===== src/rtl/multi_cycle_control.sv =====
// Main sequencing FSM for the 16-bit multi-cycle processor (Moore outputs plus live branch PCWrite).
// Optional macro CTRL_BLT_EN adds opcode 7 (BLT) taking the branch when input_negative is set.
module multi_cycle_control #(
    parameter int MEM_LATENCY = 0
) (
    input  logic       clk,
    input  logic       reset,
    input  logic [3:0] input_opcode,
    input  logic [3:0] input_funct,
    input  logic       input_Zero,
    input  logic       input_negative,
    output logic [1:0] output_ALUSrcA,
    output logic [1:0] output_ALUSrcB,
    output logic [3:0] output_ALUOp,
    output logic       output_PCSrc,
    output logic       output_PCWrite,
    output logic       output_IRWrite,
    output logic       output_MemRead,
    output logic       output_MemWrite,
    output logic       output_IorD,
    output logic       output_RegWrite,
    output logic       output_MemtoReg,
    output logic       output_halted,
    output logic [3:0] debug_state
);

    typedef enum logic [3:0] {
        FETCH    = 4'd0,
        DECODE   = 4'd1,
        EXEC_R   = 4'd2,
        EXEC_I   = 4'd3,
        ALU_WB   = 4'd4,
        MEM_ADDR = 4'd5,
        MEM_RD   = 4'd6,
        MEM_WB   = 4'd7,
        MEM_WR   = 4'd8,
        BRANCH   = 4'd9,
        JUMP     = 4'd10,
        HALT     = 4'd11
    } state_t;

    localparam logic [3:0] OP_ADD    = 4'd0;
    localparam logic [3:0] OP_SUB    = 4'd1;
    localparam logic [3:0] OP_PASS_A = 4'd15;
    localparam logic [2:0] LAT       = 3'(MEM_LATENCY);

    state_t     state, next_state;
    logic [2:0] wait_cnt, wait_cnt_next;
    logic       wait_done;
    logic       branch_taken;

    assign wait_done   = (wait_cnt == LAT);
    assign debug_state = state;

    always_ff @(posedge clk) begin
        if (reset) begin
            state    <= FETCH;
            wait_cnt <= 3'd0;
        end else begin
            state    <= next_state;
            wait_cnt <= wait_cnt_next;
        end
    end

    // Condition evaluated against the live ALU flags in the BRANCH cycle.
    always_comb begin
        branch_taken = 1'b0;
        case (input_opcode)
            4'd4:    branch_taken = input_Zero;
            4'd5:    branch_taken = !input_Zero;
`ifdef CTRL_BLT_EN
            4'd7:    branch_taken = input_negative;
`endif
            default: branch_taken = 1'b0;
        endcase
    end

`ifndef CTRL_BLT_EN
    logic unused_negative;
    assign unused_negative = input_negative;
`endif

    always_comb begin
        next_state      = FETCH;
        wait_cnt_next   = 3'd0;
        output_ALUSrcA  = 2'd0;
        output_ALUSrcB  = 2'd0;
        output_ALUOp    = OP_ADD;
        output_PCSrc    = 1'b0;
        output_PCWrite  = 1'b0;
        output_IRWrite  = 1'b0;
        output_MemRead  = 1'b0;
        output_MemWrite = 1'b0;
        output_IorD     = 1'b0;
        output_RegWrite = 1'b0;
        output_MemtoReg = 1'b0;
        output_halted   = 1'b0;
        // Reset cycle keeps every strobe and select at zero.
        if (!reset) begin
            case (state)
                FETCH: begin
                    output_MemRead = 1'b1;
                    output_ALUSrcB = 2'd1;
                    if (wait_done) begin
                        output_IRWrite = 1'b1;
                        output_PCWrite = 1'b1;
                        next_state     = DECODE;
                    end else begin
                        wait_cnt_next = wait_cnt + 3'd1;
                        next_state    = FETCH;
                    end
                end
                DECODE: begin
                    output_ALUSrcB = 2'd2;
                    case (input_opcode)
                        4'd0:       next_state = EXEC_R;
                        4'd1:       next_state = EXEC_I;
                        4'd2, 4'd3: next_state = MEM_ADDR;
                        4'd4, 4'd5: next_state = BRANCH;
`ifdef CTRL_BLT_EN
                        4'd7:       next_state = BRANCH;
`endif
                        4'd6:       next_state = JUMP;
                        4'd15:      next_state = HALT;
                        default:    next_state = FETCH;
                    endcase
                end
                EXEC_R: begin
                    output_ALUSrcA = 2'd2;
                    output_ALUOp   = input_funct;
                    next_state     = ALU_WB;
                end
                EXEC_I: begin
                    output_ALUSrcA = 2'd2;
                    output_ALUSrcB = 2'd2;
                    next_state     = ALU_WB;
                end
                ALU_WB: begin
                    output_RegWrite = 1'b1;
                end
                MEM_ADDR: begin
                    output_ALUSrcA = 2'd2;
                    output_ALUSrcB = 2'd2;
                    case (input_opcode)
                        4'd2:    next_state = MEM_RD;
                        4'd3:    next_state = MEM_WR;
                        default: next_state = FETCH;
                    endcase
                end
                MEM_RD: begin
                    output_MemRead = 1'b1;
                    output_IorD    = 1'b1;
                    if (wait_done) begin
                        next_state = MEM_WB;
                    end else begin
                        wait_cnt_next = wait_cnt + 3'd1;
                        next_state    = MEM_RD;
                    end
                end
                MEM_WB: begin
                    output_RegWrite = 1'b1;
                    output_MemtoReg = 1'b1;
                end
                MEM_WR: begin
                    output_MemWrite = 1'b1;
                    output_IorD     = 1'b1;
                end
                BRANCH: begin
                    output_ALUSrcA = 2'd2;
                    output_ALUOp   = OP_SUB;
                    output_PCSrc   = 1'b1;
                    output_PCWrite = branch_taken;
                end
                JUMP: begin
                    output_ALUSrcA = 2'd3;
                    output_ALUOp   = OP_PASS_A;
                    output_PCWrite = 1'b1;
                end
                HALT: begin
                    output_halted = 1'b1;
                    next_state    = HALT;
                end
                default: next_state = FETCH;
            endcase
        end
    end

endmodule


===== config.mk =====
export PLATFORM = sky130hd
export DESIGN_NAME = multi_cycle_control
export DESIGN_NICKNAME = d
export VERILOG_FILES = /design/src/rtl/multi_cycle_control.sv
export SDC_FILE = /design/constraint.sdc
export NUM_CORES = 1
export LEC_CHECK = 0
export ABC_AREA = 1
export BUFFER_PORTS_ARGS = -buffer_cell sky130_fd_sc_hd__buf_2
export CAP_MARGIN = 5
export CORE_UTILIZATION = 35
export CTS_CLUSTER_DIAMETER = 40
export DETAILED_ROUTE_END_ITERATION = 12
export GPL_TIMING_DRIVEN = 0
export PLACE_DENSITY_LB_ADDON = 0.05
export SETUP_SLACK_MARGIN = 0.1
export SYNTH_ARGS = -nofsm -noshare
export SYNTH_HDL_FRONTEND = slang
export SYNTH_SLANG_ARGS = --single-unit

===== constraint.sdc =====
create_clock -name clk -period 1.05 [get_ports clk]
set_clock_uncertainty 0.15 [all_clocks]
set_input_delay 0.0525 -clock clk [delete_from_list [all_inputs] [get_ports clk]]
set_output_delay 0.0525 -clock clk [all_outputs]
set_load 0.05 [all_outputs]

# After elaboration in Yosys (flattened, before gate mapping)
# Memory sizes are Yosys's and may differ from the RTL's.
# Index checks and enable logic that the tools add are counted.
# op_classes
n_addsub	1
multipliers	0
div	0
n_lt_le_gt_ge	0
n_eq_ne	15
shifts	0
n_mux	30
bitwise	1
n_reduce_logical	10
# ops
operator	n
4-bit by 3-bit equality test with 1-bit output, second input constant	6
4-bit case mux with 6 select lines	1
1-bit two-way mux	20
4-bit by 2-bit equality test with 1-bit output, second input constant	4
4-bit equality test, second input constant	4
4-bit case mux with 3 select lines	1
2-bit case mux with 2 select lines	2
4-bit case mux with 2 select lines	1
2-bit OR reduction	4
3-bit OR reduction	2
4-bit by 1-bit equality test with 1-bit output, second input constant	1
4-bit logical NOT	1
2-bit two-way mux	2
4-bit two-way mux	1
4-bit OR reduction	1
3-bit by 1-bit adder with 3-bit output, second input constant	1
3-bit logical NOT	1
1-bit case mux with 3 select lines	1
1-bit case mux with 2 select lines	1
1-bit logical NOT	1
1-bit inverter	1
# word_totals
regBits	7
latchBits	0
ram_bits	0
rom_bits	64
in_bits	12
output_inout_bits	21
word_cells	60
n_memories	1
# memory_table
memory	words	word_bits	rd	rd_clocked_by_memory_dff	write_ports	line	text
(name not given)	16	4	1	0	0	115	case (input_opcode)

# Logic depth before layout (Yosys ltp)
# depth
depth_word	4
ltp_mapped	7
depth_no_buf	7

# Least setup slack after synthesis
# No wires, ideal clock.
# synth_timing
path_kind	reg2out
from	reg state[3] (netlist: debug_state[3])
to	out output_PCSrc
arrival_time_ns	2.001
required_time_ns	0.847
slack_ns	-1.153
path_stages_with_launch	3
path_buffers	0
cell_sequence	dfxtp_1 > nand2_1 > nor3_1
# synth_via
elab_chain_cells	3
# synth_lines
element	line	text
from (decl)	47	state_t state, next_state;
from (signal assigned)	60	state <= next_state;
4-bit equality test	100	case (state)
1-bit two-way mux	100	
1-bit two-way mux	99	if (!reset) begin
to (decl)	15	output logic output_PCSrc,
# No other way between the ends.

# Final worst setup path
# layout_timing
from	reg state[2] (netlist: debug_state[2])
to	out output_PCWrite
# layout_via
elab_chain_cells	3
word_cells_on_any_way	5
cone_classes	eq/ne (2); mux (2); reduce/logical (1)
# layout_lines
element	line	text
4-bit equality test / 4-bit logical NOT (equally long branches)	100	
1-bit case mux with 3 select lines *	100	
1-bit two-way mux *	99	
to (decl)	16	output logic output_PCWrite,
# Every way passes the cells marked *; elsewhere a longest branch is shown, timed or not.

==> out/metrics.yaml <==
cts.htree.levels: 1
start_kind: "register"
worst_ep_required_time_ns: 0.85
die_w_microns: 46.1
cts_buffer_count: 3
finalCritPeriodShare_pct: 158
cts-root-buf: "clkbuf_4"
gp_congestion: 0.824
grt_pass1_wl_mm: 4.00
leakagePower_uw: 0.000684
rsz0062_at_grt: "true"
worst_slack_ns: -0.606
ff_latch_area_sq_um: 156
power_density_nw_per_um2: 923
design.final.nets: 183
die_area_sq_um: 2120
syn-cell-area_sq_um: 679
layout-drive-gt1-share_pct: 67.3
grt_util_all_layers_pct: 26.4
postSynthAreaPerCell_sq_um: 5.57
finalSetupViolCount: 28
timing.final.crit_period_ns: 1.66
buffer_ports.inserted: 30
layout_common_cells: "17 x buf_6, 15 x nor2_1, 13 x nand2_4, 13 x nor2_4, 13 x nand2_1"
clockPowerShare_pct: 17.6
critical_path_class: "register to primary output"
synthesis.yosys.warnings: 0
largest_net_degree_at_the_start_of_global_routing: 11
fillerInstances: 99
number_of_remaining_drc_errors: 0
reg_to_reg_startpoint: "debug_state[1]"
postRouteAntennaNets: 0
netlist-cell-type-count: 19
core_area_sq_um: 1760
die_y_microns: 46.1
drt_pre_antenna_iters: 4
grt_pass1_vias: 862
share_of_total_power_in_combinational_logic_pct: 59.3
cts_tree: "yes"
routedWlPerCell_microns: 16.4
route.vias.total: 1044
seqPwrFrac_pct: 23.0
power_uw: 1390
synth.ff_latch_count: 7
cells_after_synth: 122
detail_route.wirelength_mm: 3.16
gr-total-overflow: 0
number_of_violations_of_the_max_capacitance_limit: 0
worst_setup_hold_path_clk_slew_ns: 0.05
report.final.slew_viol_count: 0
hold_path.startpoint: "reset"
critical_path_origin: "debug_state[2]"
achievable_freq_ghz: 0.604
clock_sink_count: 7
vdd_ir_drop_max_mv: 0.703
syn2layout_area_growth_pct: 121
num_rows: 15
drt-initial-drc-count: 32
postLayoutCellArea_sq_um: 1500
timing.slew.headroom_pct: 67.5
initial_core_util_pct: 38.5
multi_input_gate_area_in_the_final_layout_sq_um: 773
placed_cell_area_sq_um: 1050
final_core_utilization_pct: 85.1
critical_path_capture_point_type: "primary output"
antenna_cells: 0
hold_viol_final: 0
clock_tree_buf_depth: 2
synth-seq-area-share_pct: 20.6
final_common_cell: "buf_6"
violations: "setup timing"
crit_arrival_ns: 1.45
post_synthesis_net_count: 136
sw_frac_of_total_pct: 46.9
run_status: "finished, violations left"
p_sw_uw: 649
hold_path_class: "input pin to register"
internal_power_uw: 736
grt_antenna_before_repair: 0
route.detailed.vias_per_inst: 5.41
rrSetupSlack_ns: -0.35
worstMarginPinSlew_ns: 0.487
worst-path-max-fanout: 5
top_level_pins: 33
hpwlAfterDp_mm: 1.48
insertion_delay_ns: 0.25
[stage by stage]
step | setup WS, ns | TNS, ns | instances | hold WS [ns]
after floorplan | -0.428 | -6.99 | 122 | 0.0106
after global placement | -0.480 | -7.38 | 177 | 0.282
after detailed placement | -0.509 | -7.61 | 177 | 0.295
after CTS | -0.519 | -8.87 | 189 | 0.0583
after global routing | -0.637 | -12.08 | 193 | 0.0983
final | -0.606 | -10.92 | 193 | 0.0774
[timing repair]
action | in CTS | in global routing
setup endpoints to repair | 28 | 28
hold buffers | 0 | 0
setup buffers | 8 | 4
pin swaps | 10 | 18
resized for setup | 76 | 23
endpoints found under the hold margin | 0 | 0
[worst paths after layout]
path	end	depth (start not counted)
max	output_PCWrite	6
min	wait_cnt[0]	4
max reg2reg	debug_state[0]	7
min reg2reg	wait_cnt[0]	2
[logic make-up after synthesis]
group | count (synthesis) | synth area share, %
fa+ha+maj | 2 | 3.68
xor+xnor | 2 | 2.58
flops | 7 | 20.6
simple gates | 79 | 49.7
compound gates | 11 | 11.6
buf+inv | 21 | 11.8
[sequential cells by signal, summed over array words and instances, names as in the netlist]
name	count
debug_state	4
wait_cnt	3
[Yosys cell counts]
cell	number	share of area (%)
nand2_1	27	15
o2111a_1	1	1.7
ha_1	2	3.7
xor2_1	1	1.3
a21oi_1	7	5.2
nand3_1	10	7.4
dfxtp_1	7	21
clkbuf_2	1	0.74
inv_1	12	6.6
clkbuf_1	1	0.55
xnor2_1	1	1.3
nor2_1	29	16
nor2_2	4	3.7
nor3_1	3	2.2
o21bai_1	1	1.1
a21oi_4	1	2.4
nand2_2	6	5.5
a21oi_2	1	1.3
inv_2	7	3.9
[critical path, cell delays in order, from the launching register on]
cell and delay [ns]:
dfxtp_4 0.39, inv_6 0.10, nand2_4 0.08, nor2_2 0.14
nand3_2 0.12, a21oi_4 0.18, buf_6 0.18
[routing by layer]
layer	GRT usage (%)	part of all wire, %	vias to the layer above
met5	0	0	-
met4	9.41	4.5	0
li1	-	-	471
met3	2.35	7.1	23
met1	34.4	37	489
met2	44.8	51	61
[area by class of cell]
| class | count | share of cell area (%) |
|---|---|---|
| well taps | 25 | 2.08 |
| plain buffers | 2 | 0.667 |
| inverters | 19 | 6.00 |
| flip-flops and latches | 7 | 10.4 |
| multi-input cells | 94 | 51.5 |
| clock buffers | 4 | 1.75 |
| repair buffers | 42 | 27.6 |
[power by group through the flow]
stage	Clock (uW)	Sequential, uW	Combinational [uW]
floorplan	0	351	373
global placement	0	312	514
detailed placement	0	311	519
CTS	243	312	693
global route	267	320	851
finish	244	319	822
Power figures use the tool's default switching activity.
